[config.mk]
export PLATFORM = sky130hd
export DESIGN_NAME = ddr_burst_responder
export DESIGN_NICKNAME = d
export VERILOG_FILES = /design/src/rtl/ddr_burst_responder_pkg.sv /design/src/rtl/ddr_cmd_issuer.sv /design/src/rtl/ddr_burst_responder.sv
export SDC_FILE = /design/constraint.sdc
export NUM_CORES = 1
export LEC_CHECK = 0
export ABC_AREA = 1
export CORE_UTILIZATION = 45
export CTS_CLUSTER_DIAMETER = 200
export DETAILED_ROUTE_END_ITERATION = 16
export MAX_ROUTING_LAYER = met4
export PLACE_DENSITY_LB_ADDON = 0.2
export SLEW_MARGIN = 10
export SYNTH_ARGS = -nofsm -noshare
export SYNTH_HDL_FRONTEND = slang
export SYNTH_HIERARCHICAL = 1
export SYNTH_SLANG_ARGS = --single-unit
[constraint.sdc]
create_clock -name clk -period 2.7 [get_ports clk]
set_input_delay 0.27 -clock clk [delete_from_list [all_inputs] [get_ports clk]]
set_output_delay 0.27 -clock clk [all_outputs]
set_load 0.01 [all_outputs]
[src/rtl/ddr_burst_responder_pkg.sv]
// Shared state codes and address scaling for the DDR burst responder.
package ddr_burst_responder_pkg;

  localparam logic [3:0] IDLE                 = 4'd0;
  localparam logic [3:0] MEM_READ_DATA        = 4'd2;
  localparam logic [3:0] MEM_WRITE_DATA_STORE = 4'd9;
  localparam logic [3:0] DONE                 = 4'd10;

  // Cache addresses are byte-ish (x8); memory addresses are words.
  localparam int unsigned ADDR_SCALE       = 8;
  localparam int unsigned ADDR_SCALE_SHIFT = $clog2(ADDR_SCALE);

  typedef enum logic [3:0] {
    StIdle  = IDLE,
    StRead  = MEM_READ_DATA,
    StWrite = MEM_WRITE_DATA_STORE,
    StDone  = DONE
  } state_e;

  typedef enum logic [1:0] {WrReq, WrCap, WrCmd} wr_phase_e;

endpackage

[src/rtl/ddr_cmd_issuer.sv]
// Single-command valid/rdy holding register with a post-accept address incrementer.
module ddr_cmd_issuer #(
  parameter int unsigned AddrWidth = 28,
  parameter int unsigned DataWidth = 16
) (
  input  logic                 clk,
  input  logic                 rst,
  input  logic                 load,
  input  logic [AddrWidth-1:0] load_addr,
  input  logic                 issue,
  input  logic                 issue_we,
  input  logic [DataWidth-1:0] issue_wdata,
  input  logic                 abort,
  input  logic                 mem_cmd_rdy,
  output logic                 can_issue,
  output logic                 accepted,
  output logic                 mem_cmd_valid,
  output logic                 mem_cmd_we,
  output logic [AddrWidth-1:0] mem_cmd_addr,
  output logic [DataWidth-1:0] mem_wdata
);

  logic                 valid_q, valid_d;
  logic                 we_q, we_d;
  logic [AddrWidth-1:0] addr_q, addr_d;
  logic [DataWidth-1:0] wdata_q, wdata_d;

  assign accepted  = valid_q && mem_cmd_rdy;
  // A new command may launch in the same cycle the current one is taken.
  assign can_issue = !valid_q || accepted;

  always_comb begin
    valid_d = valid_q;
    we_d    = we_q;
    addr_d  = addr_q;
    wdata_d = wdata_q;
    if (load) begin
      addr_d = load_addr;
    end else if (accepted) begin
      addr_d = addr_q + AddrWidth'(1);
    end
    if (accepted) begin
      valid_d = 1'b0;
    end
    if (issue && can_issue) begin
      valid_d = 1'b1;
      we_d    = issue_we;
      if (issue_we) begin
        wdata_d = issue_wdata;
      end
    end
    if (abort) begin
      valid_d = 1'b0;
    end
  end

  always_ff @(posedge clk or negedge rst) begin
    if (!rst) begin
      valid_q <= 1'b0;
      we_q    <= 1'b0;
      addr_q  <= '0;
      wdata_q <= '0;
    end else begin
      valid_q <= valid_d;
      we_q    <= we_d;
      addr_q  <= addr_d;
      wdata_q <= wdata_d;
    end
  end

  assign mem_cmd_valid = valid_q;
  assign mem_cmd_we    = we_q;
  assign mem_cmd_addr  = addr_q;
  assign mem_wdata     = wdata_q;

endmodule

[src/rtl/ddr_burst_responder.sv]
// Burst responder turning cache load/store bursts into single-word memory commands.
// Optional watchdog enabled by defining MEM_IF_TIMEOUT_EN.
module ddr_burst_responder
  import ddr_burst_responder_pkg::*;
#(
  parameter int unsigned DATA_WIDTH     = 16,
  parameter int unsigned BURST_LEN      = 16,
  parameter int unsigned DDR_ADDR_WIDTH = 28,
  parameter int unsigned TIMEOUT_CYCLES = 1024
) (
  input  logic                      clk,
  input  logic                      rst,
  input  logic                      DATA_read_req,
  input  logic                      DATA_store_req,
  input  logic [DDR_ADDR_WIDTH-1:0] DATA_read_addr,
  input  logic [DDR_ADDR_WIDTH-1:0] DATA_write_addr,
  input  logic [DATA_WIDTH-1:0]     DATA_to_ddr,
  output logic [DATA_WIDTH-1:0]     DATA_to_cache,
  output logic [9:0]                rd_cnt_data,
  output logic                      rd_burst_data_valid,
  output logic                      wr_burst_data_req,
  output logic [3:0]                state_interface_module,
  output logic                      mem_cmd_valid,
  input  logic                      mem_cmd_rdy,
  output logic                      mem_cmd_we,
  output logic [DDR_ADDR_WIDTH-1:0] mem_cmd_addr,
  output logic [DATA_WIDTH-1:0]     mem_wdata,
  input  logic [DATA_WIDTH-1:0]     mem_rdata,
  input  logic                      mem_rdata_valid,
  output logic                      err
);

  localparam int unsigned     CntW      = $clog2(BURST_LEN + 1);
  localparam logic [CntW-1:0] BurstLen  = CntW'(BURST_LEN);
  localparam logic [CntW-1:0] BurstLast = CntW'(BURST_LEN - 1);
  localparam logic [9:0]      RdCntEnd  = 10'(BURST_LEN + 1);

  state_e                  state_q, state_d;
  wr_phase_e               wr_q, wr_d;
  logic [CntW-1:0]         cnt_q, cnt_d;
  logic [9:0]              rd_cnt_q, rd_cnt_d;
  logic [DATA_WIDTH-1:0]   rd_data_q, rd_data_d;
  logic                    rd_valid_q, rd_valid_d;
  logic                    load, issue, issue_we, abort, can_issue, accepted, timeout;
  logic [DDR_ADDR_WIDTH-1:0] load_addr;

  ddr_cmd_issuer #(
    .AddrWidth(DDR_ADDR_WIDTH),
    .DataWidth(DATA_WIDTH)
  ) u_issuer (
    .clk          (clk),
    .rst          (rst),
    .load         (load),
    .load_addr    (load_addr),
    .issue        (issue),
    .issue_we     (issue_we),
    .issue_wdata  (DATA_to_ddr),
    .abort        (abort),
    .mem_cmd_rdy  (mem_cmd_rdy),
    .can_issue    (can_issue),
    .accepted     (accepted),
    .mem_cmd_valid(mem_cmd_valid),
    .mem_cmd_we   (mem_cmd_we),
    .mem_cmd_addr (mem_cmd_addr),
    .mem_wdata    (mem_wdata)
  );

  always_comb begin
    state_d    = state_q;
    wr_d       = wr_q;
    cnt_d      = cnt_q;
    rd_cnt_d   = rd_cnt_q;
    rd_data_d  = rd_data_q;
    rd_valid_d = 1'b0;
    load       = 1'b0;
    load_addr  = DATA_read_addr >> ADDR_SCALE_SHIFT;
    issue      = 1'b0;
    issue_we   = 1'b0;
    abort      = 1'b0;
    unique case (state_q)
      StIdle: begin
        // Store wins so a dirty line is written back before it is reloaded.
        if (DATA_store_req) begin
          state_d   = StWrite;
          wr_d      = WrReq;
          cnt_d     = '0;
          load      = 1'b1;
          load_addr = DATA_write_addr >> ADDR_SCALE_SHIFT;
        end else if (DATA_read_req) begin
          state_d  = StRead;
          cnt_d    = '0;
          rd_cnt_d = 10'd1;
          load     = 1'b1;
        end
      end
      StRead: begin
        issue = (cnt_q != BurstLen);
        if (issue && can_issue) begin
          cnt_d = cnt_q + CntW'(1);
        end
        if (mem_rdata_valid) begin
          rd_data_d  = mem_rdata;
          rd_valid_d = 1'b1;
          rd_cnt_d   = rd_cnt_q + 10'd1;
          if (rd_cnt_q == 10'(BURST_LEN)) begin
            state_d = StDone;
          end
        end
      end
      StWrite: begin
        unique case (wr_q)
          WrReq: wr_d = WrCap;
          WrCap: begin
            issue    = 1'b1;
            issue_we = 1'b1;
            wr_d     = WrCmd;
          end
          WrCmd: begin
            if (accepted) begin
              cnt_d = cnt_q + CntW'(1);
              wr_d  = WrReq;
              if (cnt_q == BurstLast) begin
                state_d = StDone;
              end
            end
          end
          default: wr_d = WrReq;
        endcase
      end
      StDone: begin
        if (!DATA_read_req && !DATA_store_req) begin
          state_d  = StIdle;
          rd_cnt_d = '0;
        end
      end
      default: state_d = StIdle;
    endcase
    if (timeout) begin
      state_d  = StDone;
      abort    = 1'b1;
      rd_cnt_d = RdCntEnd;
    end
  end

  always_ff @(posedge clk or negedge rst) begin
    if (!rst) begin
      state_q    <= StIdle;
      wr_q       <= WrReq;
      cnt_q      <= '0;
      rd_cnt_q   <= '0;
      rd_data_q  <= '0;
      rd_valid_q <= 1'b0;
    end else begin
      state_q    <= state_d;
      wr_q       <= wr_d;
      cnt_q      <= cnt_d;
      rd_cnt_q   <= rd_cnt_d;
      rd_data_q  <= rd_data_d;
      rd_valid_q <= rd_valid_d;
    end
  end

`ifdef MEM_IF_TIMEOUT_EN
  localparam int unsigned   WdW    = $clog2(TIMEOUT_CYCLES + 1);
  localparam logic [WdW-1:0] WdLast = WdW'(TIMEOUT_CYCLES - 1);

  logic [WdW-1:0] wd_q;
  logic           err_q, busy, progress;

  assign busy     = (state_q == StRead) || (state_q == StWrite);
  assign progress = accepted || ((state_q == StRead) && mem_rdata_valid);
  assign timeout  = busy && !progress && (wd_q == WdLast);

  always_ff @(posedge clk or negedge rst) begin
    if (!rst) begin
      wd_q  <= '0;
      err_q <= 1'b0;
    end else begin
      if (!busy || progress || timeout) begin
        wd_q <= '0;
      end else begin
        wd_q <= wd_q + WdW'(1);
      end
      if (timeout) begin
        err_q <= 1'b1;
      end
    end
  end

  assign err = err_q;
`else
  logic unused_timeout;
  assign unused_timeout = (TIMEOUT_CYCLES == 0);
  assign timeout        = 1'b0;
  assign err            = 1'b0;
`endif

  assign DATA_to_cache          = rd_data_q;
  assign rd_cnt_data            = rd_cnt_q;
  assign rd_burst_data_valid    = rd_valid_q;
  assign wr_burst_data_req      = (state_q == StWrite) && (wr_q == WrReq);
  assign state_interface_module = state_q;

endmodule
==> metrics <==
Post-synth EDFFs 0; total track usage 25.5%; Hold Buf Count CTS 0; global placer's final weighted congestion 0.910; largest net degree at the start of global routing 84; Ys Warns 6; main flop type after synthesis dfrtp_1; Post-DP HPWL 10,500 um; Cells after Synth 720; Critical Path RT 2.92 ns; Via density 5.03; fin. max-slew vios 0; post-layout net count 982; clock skew 0.00761 ns; Die W 109 um; Mapped Area 0.00518 sq mm; wire length per cell 13.9 um; Relative slew margins 28.9%; Hold Path Class input pin to asynchronous set/reset pin; htree depth 3; Seq cells post-synth 83; CTS-repair resized insts 0; IO Port Bufs 164; Root Driver clkbuf_16; Synth cell types 38; Syn Area/Cell 7.20 sq um; final-report hold violation count 0; VDD IR max 0.472 mV; Seq/Total Area, Yosys 40.1%; Congestion Overflow GR 0; Die Y-Extent 109 um; max-cap viol count 0; post-route ant nets 0; Setup TNS 0 ns; Power Total 6.57 mW; vias in the first global route 4,991; total CTS buffers 9; Max Freq 435 MHz; num rows 38; global-route wire length before repair 23,100 um; final setup vio count 0; Area Overhead vs Synth 38.3%; CTS tree done; Worst Setup Path Type register to register; post-route DRC violation count 0; drt total wl 14,300 um; clock latency at the later pin of the worst-skew pair 0.34 ns; Pwr per Cell Area 916 mW/mm^2; status finished, final reports clean; asr flop ratio synth 100%; via count 5,168; I/O Pins 173; hold_ws 0.125 ns; DR pass1 iterations 5; antenna violations before repair 0; Crit. End Element register; Starting Density 47.0%; placement-stage cell area 0.00689 sq mm; P_leak 3.43 nW; Die ar. 0.0120 sq mm; crit path time final 2.30 ns; Sink Count 83; crit path launch type register; final instance area 0.00717 sq mm; Worst-Margin Slew 1.07 ns; crit share post-route 85.1%; Worst Path Max Fanout 17; unrepaired setup endpoints after global routing false; number of setup buffers added after CTS 0; Worst-path clk slew 0.06 ns; Clock Tree Buf Depth 2; core footprint 0.0110 sq mm; Initial DRC Count 319; share of layout cells above drive strength 1 10.8%; ant diodes 0; CP arrival 2.52 ns
## metal layers
layer / part of all wire, % / vias up / routed length, um / track usage (%)
met4: 1.5 / 0 / 215 / 8.67
li1: - / 2576 / - / -
met2: 47 / 189 / 6750 / 42.2
met5: 0 / - / 0 / -
met1: 45 / 2386 / 6410 / 32.0
met3: 6.5 / 17 / 926 / 3.56
## Yosys cell counts (all sizes together) (3+ instances only)
cell type	n	area, sq um
a21oi	6	33.8
buf	19	150
dfrtp	83	2080
ha	6	75.1
inv	75	282
mux2	16	214
nand2	318	1260
nand3	67	340
nand3b	3	22.5
nand4	8	50.1
nor2	63	317
o211ai	4	35.0
o21ai	31	193
o21bai	6	45.0
xor2	4	35.0
## kinds of logic after synthesis
logic type / after synthesis / share of synthesized area, %
multiplexers: 16 / 4.13
AO/OA/AOI/OAI: 51 / 6.44
adder cells (fa/ha/maj): 6 / 1.45
AND/OR/NAND/NOR: 462 / 38.6
flip-flops: 83 / 40.1
XOR/XNOR: 4 / 0.676
other: 1 / 0.0723
buffers and inverters: 97 / 8.54
## stage by stage
stage          instances  setup slack [ns]  utilization (%)
6_report            1027             0.401             65.0
5_1_grt             1027             0.205             65.0
4_1_cts             1027             0.400             65.0
3_5_place_dp        1011             0.437             62.4
3_3_place_gp        1011             0.500             62.4
2_1_floorplan        725             0.578                -
## state kept, by name, indices dropped and copies added, names as in the netlist
| register | count |
|---|---|
| DATA_to_cache | 16 |
| cnt_q | 5 |
| rd_burst_data_valid | 1 |
| rd_cnt_data | 10 |
| state_interface_module | 3 |
| u_issuer/mem_cmd_addr | 28 |
| u_issuer/mem_cmd_valid | 1 |
| u_issuer/mem_cmd_we | 1 |
| u_issuer/mem_wdata | 16 |
| wr_q | 2 |
## cell usage in the layout, fill, tap and decap left out, drive strengths merged
cell type	synthesis	routed
clkdlybuf4s50	0	163
xor2	4	4
o22ai	2	2
o21ai	31	31
a21oi	6	6
nand3b	3	3
nor3	1	1
a31oi	1	1
nor2	63	63
o211ai	4	4
buf	19	4
clkinv	1	6
mux2	16	16
ha	6	6
clkbuf	2	10
o21bai	6	6
nand4	8	8
nand3	67	67
inv	75	76
and2	1	1
or2	1	1
conb	1	6
nand2	318	318
a22o	1	1
dfrtp	83	83
## report_power, final
group / internal, mW / switching [mW] / leakage (nW)
Combinational: 1.46 / 1.76 / 2.20
Clock: 0.656 / 0.517 / 0.143
Sequential: 1.68 / 0.499 / 1.08
## path summary, 6_finish.rpt
kind	startpoint	endpoint	slack [ns]	depth (start not counted)
worst max-delay path	state_interface_module[1]	u_issuer/mem_wdata[8]	0.40	9
worst min-delay path	rst	u_issuer/mem_cmd_addr[18]	0.12	1
worst max register to register	state_interface_module[1]	u_issuer/mem_wdata[8]	0.40	9
worst min register to register	DATA_to_cache[3]	DATA_to_cache[3]	0.48	2
max in group asynchronous	rst	rd_cnt_data[1]	1.89	1
min in group clk	DATA_to_cache[3]	DATA_to_cache[3]	0.48	2
## worst max-delay path, stage by stage, from the launching register on
cell and delay [ns]:
dfrtp_1 0.48, inv_2 0.15, nand3_1 0.15, nor3_1 0.37
inv_1 0.11, nand2_1 0.08, clkinv_1 0.08, a21oi_2 0.19
nand2_4 0.22, mux2_4 0.36
## final cells by class
| cell class | count | area, sq um |
|---|---|---|
| Fill cell | 1003 | 3860 |
| Multi-Input combinational cell | 545 | 2690 |
| Sequential cell | 83 | 2080 |
| Timing Repair Buffer | 167 | 1660 |
| Inverter | 76 | 285 |
| Clock buffer | 10 | 239 |
| Tap cell | 140 | 175 |
| Clock inverter | 6 | 48.8 |
(Power assumes the default switching activity.)
